`config.mk`:
```
export PLATFORM = sky130hd
export DESIGN_NAME = cla_seq_addsub
export DESIGN_NICKNAME = d
export VERILOG_FILES = /design/src/rtl/cla_seq_addsub.sv
export SDC_FILE = /design/constraint.sdc
export NUM_CORES = 1
export LEC_CHECK = 0
export BUFFER_PORTS_ARGS = -buffer_cell sky130_fd_sc_hd__buf_4
export CAP_MARGIN = 40
export CORE_UTILIZATION = 50
export CTS_BUF_LIST = sky130_fd_sc_hd__clkbuf_4 sky130_fd_sc_hd__clkbuf_8
export CTS_CLUSTER_DIAMETER = 100
export CTS_CLUSTER_SIZE = 8
export DETAILED_ROUTE_END_ITERATION = 6
export PLACE_DENSITY_LB_ADDON = 0.2
export RECOVER_POWER = 100
export SYNTH_ARGS = -nofsm -noshare
export SYNTH_HDL_FRONTEND = slang
export SYNTH_SLANG_ARGS = --single-unit
```
`constraint.sdc`:
```
create_clock -name clk -period 3.5 [get_ports clk]
set_input_delay 0.525 -clock clk [delete_from_list [all_inputs] [get_ports clk]]
set_output_delay 0.525 -clock clk [all_outputs]
set_load 0.005 [all_outputs]
```
`src/rtl/cla_seq_addsub.sv`:
```
// cla_seq_addsub: multi-cycle carry-lookahead adder/subtractor, one G-bit group per clock
module cla_seq_addsub #(
  parameter int W = 16,
  parameter int G = 4
) (
  input  logic         clk,
  input  logic         rst_n,
  input  logic         start,
  input  logic [W-1:0] op_a,
  input  logic [W-1:0] op_b,
  input  logic         sub,
  input  logic         cin,
  output logic         busy,
  output logic         done,
  output logic [W-1:0] sum,
  output logic         cout,
  output logic         ovf,
  output logic         zero,
  output logic         pg,
  output logic         gg
);
  localparam int NG = W / G;
  localparam int KW = NG > 1 ? $clog2(NG) : 1;
  typedef enum logic [1:0] {IDLE, RUN, DONE} state_t;
  state_t state;
  logic [W-1:0] a_r, b_r, sum_n;
  logic [KW-1:0] k;
  logic c, gg_acc, pg_acc, last, pgrp, gg_n;
  logic [G-1:0] p, g;
  logic [G:0] cc, gc;
  // every carry is a flat sum of products of the group's g/p terms and the carry-in
  function automatic logic [G:0] lookahead(input logic [G-1:0] pv, input logic [G-1:0] gv, input logic ci);
    logic [G:0] r;
    logic t;
    r = '0;
    r[0] = ci;
    for (int j = 0; j < G; j++) begin
      t = ci;
      for (int m = 0; m <= j; m++) t &= pv[m];
      r[j+1] = t;
      for (int i = 0; i <= j; i++) begin
        t = gv[i];
        for (int m = i + 1; m <= j; m++) t &= pv[m];
        r[j+1] |= t;
      end
    end
    return r;
  endfunction
  always_comb begin
    p = a_r[G*k +: G] ^ b_r[G*k +: G];
    g = a_r[G*k +: G] & b_r[G*k +: G];
    cc = lookahead(p, g, c);
    gc = lookahead(p, g, 1'b0);
    pgrp = &p;
    gg_n = gc[G] | (pgrp & gg_acc);
    sum_n = sum;
    sum_n[G*k +: G] = p ^ cc[G-1:0];
    last = k == KW'(NG - 1);
  end
  always_ff @(posedge clk) begin
    if (!rst_n) begin
      state <= IDLE;
      busy <= 1'b0;
      done <= 1'b0;
      sum <= '0;
      cout <= 1'b0;
      ovf <= 1'b0;
      zero <= 1'b0;
      pg <= 1'b0;
      gg <= 1'b0;
      k <= '0;
      c <= 1'b0;
      gg_acc <= 1'b0;
      pg_acc <= 1'b0;
      a_r <= '0;
      b_r <= '0;
    end else begin
      done <= 1'b0;
      if (state == RUN) begin
        sum <= sum_n;
        c <= cc[G];
        gg_acc <= gg_n;
        pg_acc <= pg_acc & pgrp;
        k <= k + 1'b1;
        if (last) begin
          state <= DONE;
          busy <= 1'b0;
          done <= 1'b1;
          cout <= cc[G];
          ovf <= cc[G] ^ cc[G-1];
          zero <= sum_n == '0;
          pg <= pg_acc & pgrp;
          gg <= gg_n;
        end
      end else if (start) begin
        state <= RUN;
        busy <= 1'b1;
        a_r <= op_a;
        b_r <= op_b ^ {W{sub}};
        c <= sub | cin;
        k <= '0;
        gg_acc <= 1'b0;
        pg_acc <= 1'b1;
      end else begin
        state <= IDLE;
      end
    end
  end
endmodule
```
After elaboration in Yosys (flattened, before gate mapping):

Cells that the tools add are included.

* add/subtract/negate cells: 2
* equal/unequal tests: 3
* shifts and indexed selects: 4
* multiplexer cells: 15
* bitwise gates (word level): 33
* reductions and logical operators: 7

Operator list (count)
* negation 4 -> 34 bit: 1
* variable shift 4 x 34 -> 16 bit (first input constant): 1
* indexed part select 4 x 34 -> 16 bit: 1
* indexed part select 16 x 5 -> 4 bit: 2
* bitwise mux 16 bit: 1
* logical NOT 16 bit: 1
* bitwise XOR 16 bit: 1
* bitwise OR 1 bit: 15
* AND 1 bit: 12
* 2-to-1 mux 1 bit: 10
* 2-to-1 mux 2 bit: 4
* AND reduction 2 bit: 4
* bitwise XOR 4 bit: 2
* AND 4 bit: 1
* AND reduction 4 bit: 1
* adder 2 x 1 -> 2 bit (second input constant): 1
* == test 2 x 1 -> 1 bit (second input constant): 1
* == test 2 bit (second input constant): 1
* inequality test 2 bit (second input constant): 1
* nonzero test 2 bit: 1
* NOT 1 bit: 1
* bitwise XOR 1 bit: 1

* register bits: 62
* input bits: 37

Longest topological paths before layout:

* depth in word-level cells: 12
* depth in mapped cells: 9
* depth with buffers taken out: 8

Least setup slack after synthesis:

No wires, ideal clock.

* path kind: flip-flop to flip-flop
* start point: register k[0]
* end point: register zero
* library setup time: 59 ps
* arrival time: 2699 ps
* path slack: 742 ps
* stages on the path, launching flop included: 10
* buffers on the path: 1
* clock period less this slack: 2758 ps
* path through: dfxtp_1 -> buf_2 -> mux4_2 -> ha_1 -> ha_1 -> or4b_1 -> a21oi_1 -> o21ai_1 -> o32ai_1 -> a22o_1

* word-level cells in the longest chain between the ends: 12

RTL lines
* start, declared: RTL line 27 `logic [KW-1:0] k;`
* start signal, assigned: RTL line 84 `k <= k + 1'b1;`
* indexed part select 16 x 5 -> 4 bit: RTL line 50, 51
* bitwise XOR 4 bit: RTL line 50 `p = a_r[G*k +: G] ^ b_r[G*k +: G];`
* AND 1 bit (3 in series): RTL line 39 `for (int m = 0; m <= j; m++) t &= pv[m];`
* bitwise OR 1 bit (3 in series): RTL line 44 `r[j+1] |= t;`
* bitwise XOR 4 bit: RTL line 57 `sum_n[G*k +: G] = p ^ cc[G-1:0];`
* indexed part select 4 x 34 -> 16 bit: RTL line 57
* bitwise mux 16 bit: RTL line 57
* logical NOT 16 bit: RTL line 91 `zero <= sum_n == '0;`
* end signal, assigned: RTL line 68 `zero <= 1'b0;`
* end signal, assigned: RTL line 91
* end, declared: RTL line 18 `output logic zero,`

Several ways; a longest one is shown, not always the timed one.
A chain may end at the register's enable or synchronous reset.

Final worst setup path:

Same ends and word-level chain as after synthesis.

==> results.md <==
* Post-CTS sizing at 0
* Clock tree from TritonCTS: yes
* # diodes at 0
* Actual slew at the worst max-slew pin at 1.92 ns
* Multiplexer share of the synthesized area at 6.15%
* Leakage component of the power at 1.59 nW
* Total via count in the routed design at 2454
* Async set-or-reset flop fraction in the synthesized netlist at 0%
* Sinks on Clock Net at 62
* Fin nets at 421
* Y dimension of the die at 80.6 µm
* Post-CTS Setup Repair Bufs at 0
* Largest net degree at the start of global routing at 57
* Number of setup violations in the final report at 0
* Sequential fraction of the synthesis area at 40.1%
* Post-synth net total at around 370
* Worst hold path class: input port to flop
* Worst-Skew Late Latency at around 0.34 ns
* Layout cell share with drive strength beyond 1 at 23.4%
* Final worst path period share at 87.5%
* Achievable clock frequency at 326 MHz
* Number of nets with antenna violations after detailed routing at 0
* Starting density of the core at 51.9%
* Initial antenna violation count at 0
* Full die area at approximately 0.0065 mm²
* Final count of hold timing violations at 0
* Violations in the final reports: max-capacitance violations, max-slew violations
* Hold bufs inserted after CTS at 0
* Main combinational cell family by area after synthesis: compound AO/OA/AOI/OAI gates
* Number of enable flip-flop cells after synthesis at 0
* Number of library cell types mapped by synthesis at 49
* Gate count after technology mapping at 320
* H-tree level count at 3
* Setup total negative slack at 0 ns
* Peak per-stage delay on the critical path at ~0.77 ns
* Power density cells at 441 mW/mm²
* Worst Path Max Fanout at 15
* Gr ovfl total at 0
* Global-route wire length before repair at ~10 mm
* Kind of end point of the critical path: flop
* Detailed placement HPWL at between 4 and 5 mm
* Mean instance size in the synthesized netlist at 9.66 µm²
* Clk root buf: sky130_fd_sc_hd__clkbuf_8
* Count of boundary I/O pins at 60
* DRC violation count after routing at 0
* Standard-cell rows at 28
* Wire per inst at 14.0 µm
* Setup Skew at approximately 0.0094 ns
* Register bit count reported by yosys at 62
* Clock slew at the register clock pins of the worst setup and hold paths at 0.06 ns
* Core area at 0.00596 mm²
* Post-layout minimum cycle time at between 3 and 4 ns
* Dominant register cell in the synthesized netlist: sky130_fd_sc_hd__dfxtp_1
* Quantity of I/O buffers inserted on ports at between 50 and 60
* Critical-path cell list: clkbuf_1, mux4_2, ha_1, o211ai_1, nand2_1, xor2_2, o32ai_1, a22o_1
* Fraction of the mapped netlist area in adder cells at 5.10%
* Finished Core Util at 61.8%
* Die span in x at 80.6 µm
* CTS Buf Count at 9
* Standard cell with the maximum stage delay on the critical path: sky130_fd_sc_hd__dfxtp_1
* Number of violations of the max-capacitance limit at 1
* Vias/cell at 5.44
* Worst-case headroom to the max-slew limit at -28.1%
* Initial DRT Pass Iterations at 4
* Clock Tree Buf Depth at 2
* Final routed wirelength across all metal layers at ~6.3 mm
* Setup repair after global routing missed its margin: false
* Status: complete, but fails checks
* Count of yosys warnings during synthesis at 0
* Required arrival time at the worst endpoint at 3.73 ns
* Critical setup path kind: flop to flop
* Simple logic cell fraction of the synthesized area at 18.8%
* Xor and xnor area share after synthesis at 5.34%
* Iter 0 DRT Violations at between 100 and 150
* Vias in the first global route at 2132
* Total GRT Usage at between 20% and 30%
* Placer Congestion at 0.802
* Count of pins over their slew limit at 50
* Worst path arrival time at 3.29 ns
* Peak supply drop at 0.289 mV
* Startpoint types: flop
* Synthesized-area fraction occupied by ao, oa, aoi and oai cells at 19.3%
* Post-synthesis instance area at 0.00309 mm²
* Synth-to-Final Area Change at 19.0%
==> area by class of cell <==
cell class	count	area [µm²]
Fill cell	543	2280
Multi-Input combinational cell	230	1680
Sequential cell	62	1240
Timing Repair Buffer	61	443
Clock buffer	10	138
Tap cell	75	93.8
Clock inverter	5	50.0
Inverter	8	30.0
==> placed cells by master, fill, tap and decap left out, types with 5 or more instances in the layout <==
cell type and count:
sky130_fd_sc_hd__a21boi_0 18, sky130_fd_sc_hd__a21oi_1 7, sky130_fd_sc_hd__a22oi_1 11, sky130_fd_sc_hd__buf_4 36, sky130_fd_sc_hd__clkbuf_4 21, sky130_fd_sc_hd__clkbuf_8 10
sky130_fd_sc_hd__dfxtp_1 62, sky130_fd_sc_hd__ha_1 11, sky130_fd_sc_hd__inv_1 8, sky130_fd_sc_hd__mux4_2 8, sky130_fd_sc_hd__nand2_1 59, sky130_fd_sc_hd__nor2_1 10
sky130_fd_sc_hd__nor2b_1 19, sky130_fd_sc_hd__nor3_1 5, sky130_fd_sc_hd__nor4_1 6, sky130_fd_sc_hd__o211a_1 16, sky130_fd_sc_hd__xnor2_1 17
==> kinds of logic after synthesis <==
| kind of cell | after synthesis |
|---|---|
| and+or+nand+nor | 115 |
| AOI/OAI and AO/OA | 76 |
| DFF | 62 |
| buffers and inverters | 28 |
| xor gates and xnor gates | 18 |
| adders and majority gates | 12 |
| muxes | 9 |
==> where the power goes <==
part | switching, mW | internal (mW)
clock network | 0.269 | 0.339
logic | 0.127 | 0.124
registers | 0.0232 | 0.739
total | 0.420 | 1.20
==> per-layer routing <==
metal / vias up / share of wire, % / GRT usage [%]
li1: 1237 / - / -
met1: 1141 / 48 / 27.1
met2: 69 / 46 / 31.5
met3: 7 / 5.2 / 5.80
met4: 0 / 0.63 / 7.14
met5: - / 0 / 0
==> flip-flops by register name, summed over array words and instances (netlist names) <==
name and cells:
k 2, pg 1, ovf 1, gg_acc 1, state 2, busy 1, sum 16, a_r 16
gg 1, pg_acc 1, zero 1, done 1, cout 1, c 1, b_r 16
==> critical path, delay by kind of cell, from the launching register on <==
kind / cells / cell delay (ns)
AOI/OAI and AO/OA: 3 / 0.46
xor gates and xnor gates: 1 / 0.31
adders and majority gates: 1 / 0.41
buffers and inverters: 1 / 0.29
DFF: 1 / 0.77
muxes: 1 / 0.55
and+or+nand+nor: 1 / 0.16
==> synth_stat cells (all sizes together) (2+ instances only) <==
library cell / n / share of area, %
dfxtp: 62 / 40
nand2: 59 / 7.2
nor2b: 20 / 4.3
a21boi: 18 / 4.4
xnor2: 17 / 4.8
o211a: 16 / 5.2
buf: 12 / 2.8
a22oi: 11 / 2.7
ha: 11 / 4.5
nor2: 10 / 1.2
clkbuf: 8 / 1.3
inv: 8 / 0.97
mux4: 8 / 5.8
a21oi: 7 / 1.1
nor4: 6 / 1.2
nor3: 5 / 0.81
o21ai: 5 / 0.81
a32oi: 4 / 1.1
or2b: 3 / 0.85
a21o: 2 / 0.53
a22o: 2 / 0.57
and2: 2 / 0.40
and4bb: 2 / 0.81
nand2b: 2 / 0.65
nand3: 2 / 0.32
o211ai: 2 / 0.49
o21a: 2 / 0.49
o221ai: 2 / 0.57
==> metrics by stage <==
| step | hold WS, ns | power, mW | std cells | instance area [µm²] | setup slack (ns) |
|---|---|---|---|---|---|
| 4_1_cts | 0.434 | 1.63 | 451 | 3700 | 0.488 |
| 5_1_grt | 0.438 | 1.69 | 451 | 3680 | 0.216 |
| 2_1_floorplan | 0.440 | 0.956 | 320 | 3090 | 0.742 |
| 6_report | 0.443 | 1.62 | 451 | 3680 | 0.437 |
| 3_5_place_dp | 0.459 | 1.03 | 436 | 3510 | 0.499 |
| 3_3_place_gp | 0.451 | 1.03 | 436 | 3510 | 0.561 |
==> final timing paths <==
check                           slack (ns)       to     from  cells past startpoint
worst max-delay path                  0.44     zero     k[0]                      8
worst min-delay path                  0.44   a_r[9]  op_a[9]                      3
worst max register to register        0.44     zero     k[0]                      8
worst min register to register        0.46  a_r[13]  a_r[13]                      2
(Power assumes the default switching activity.)
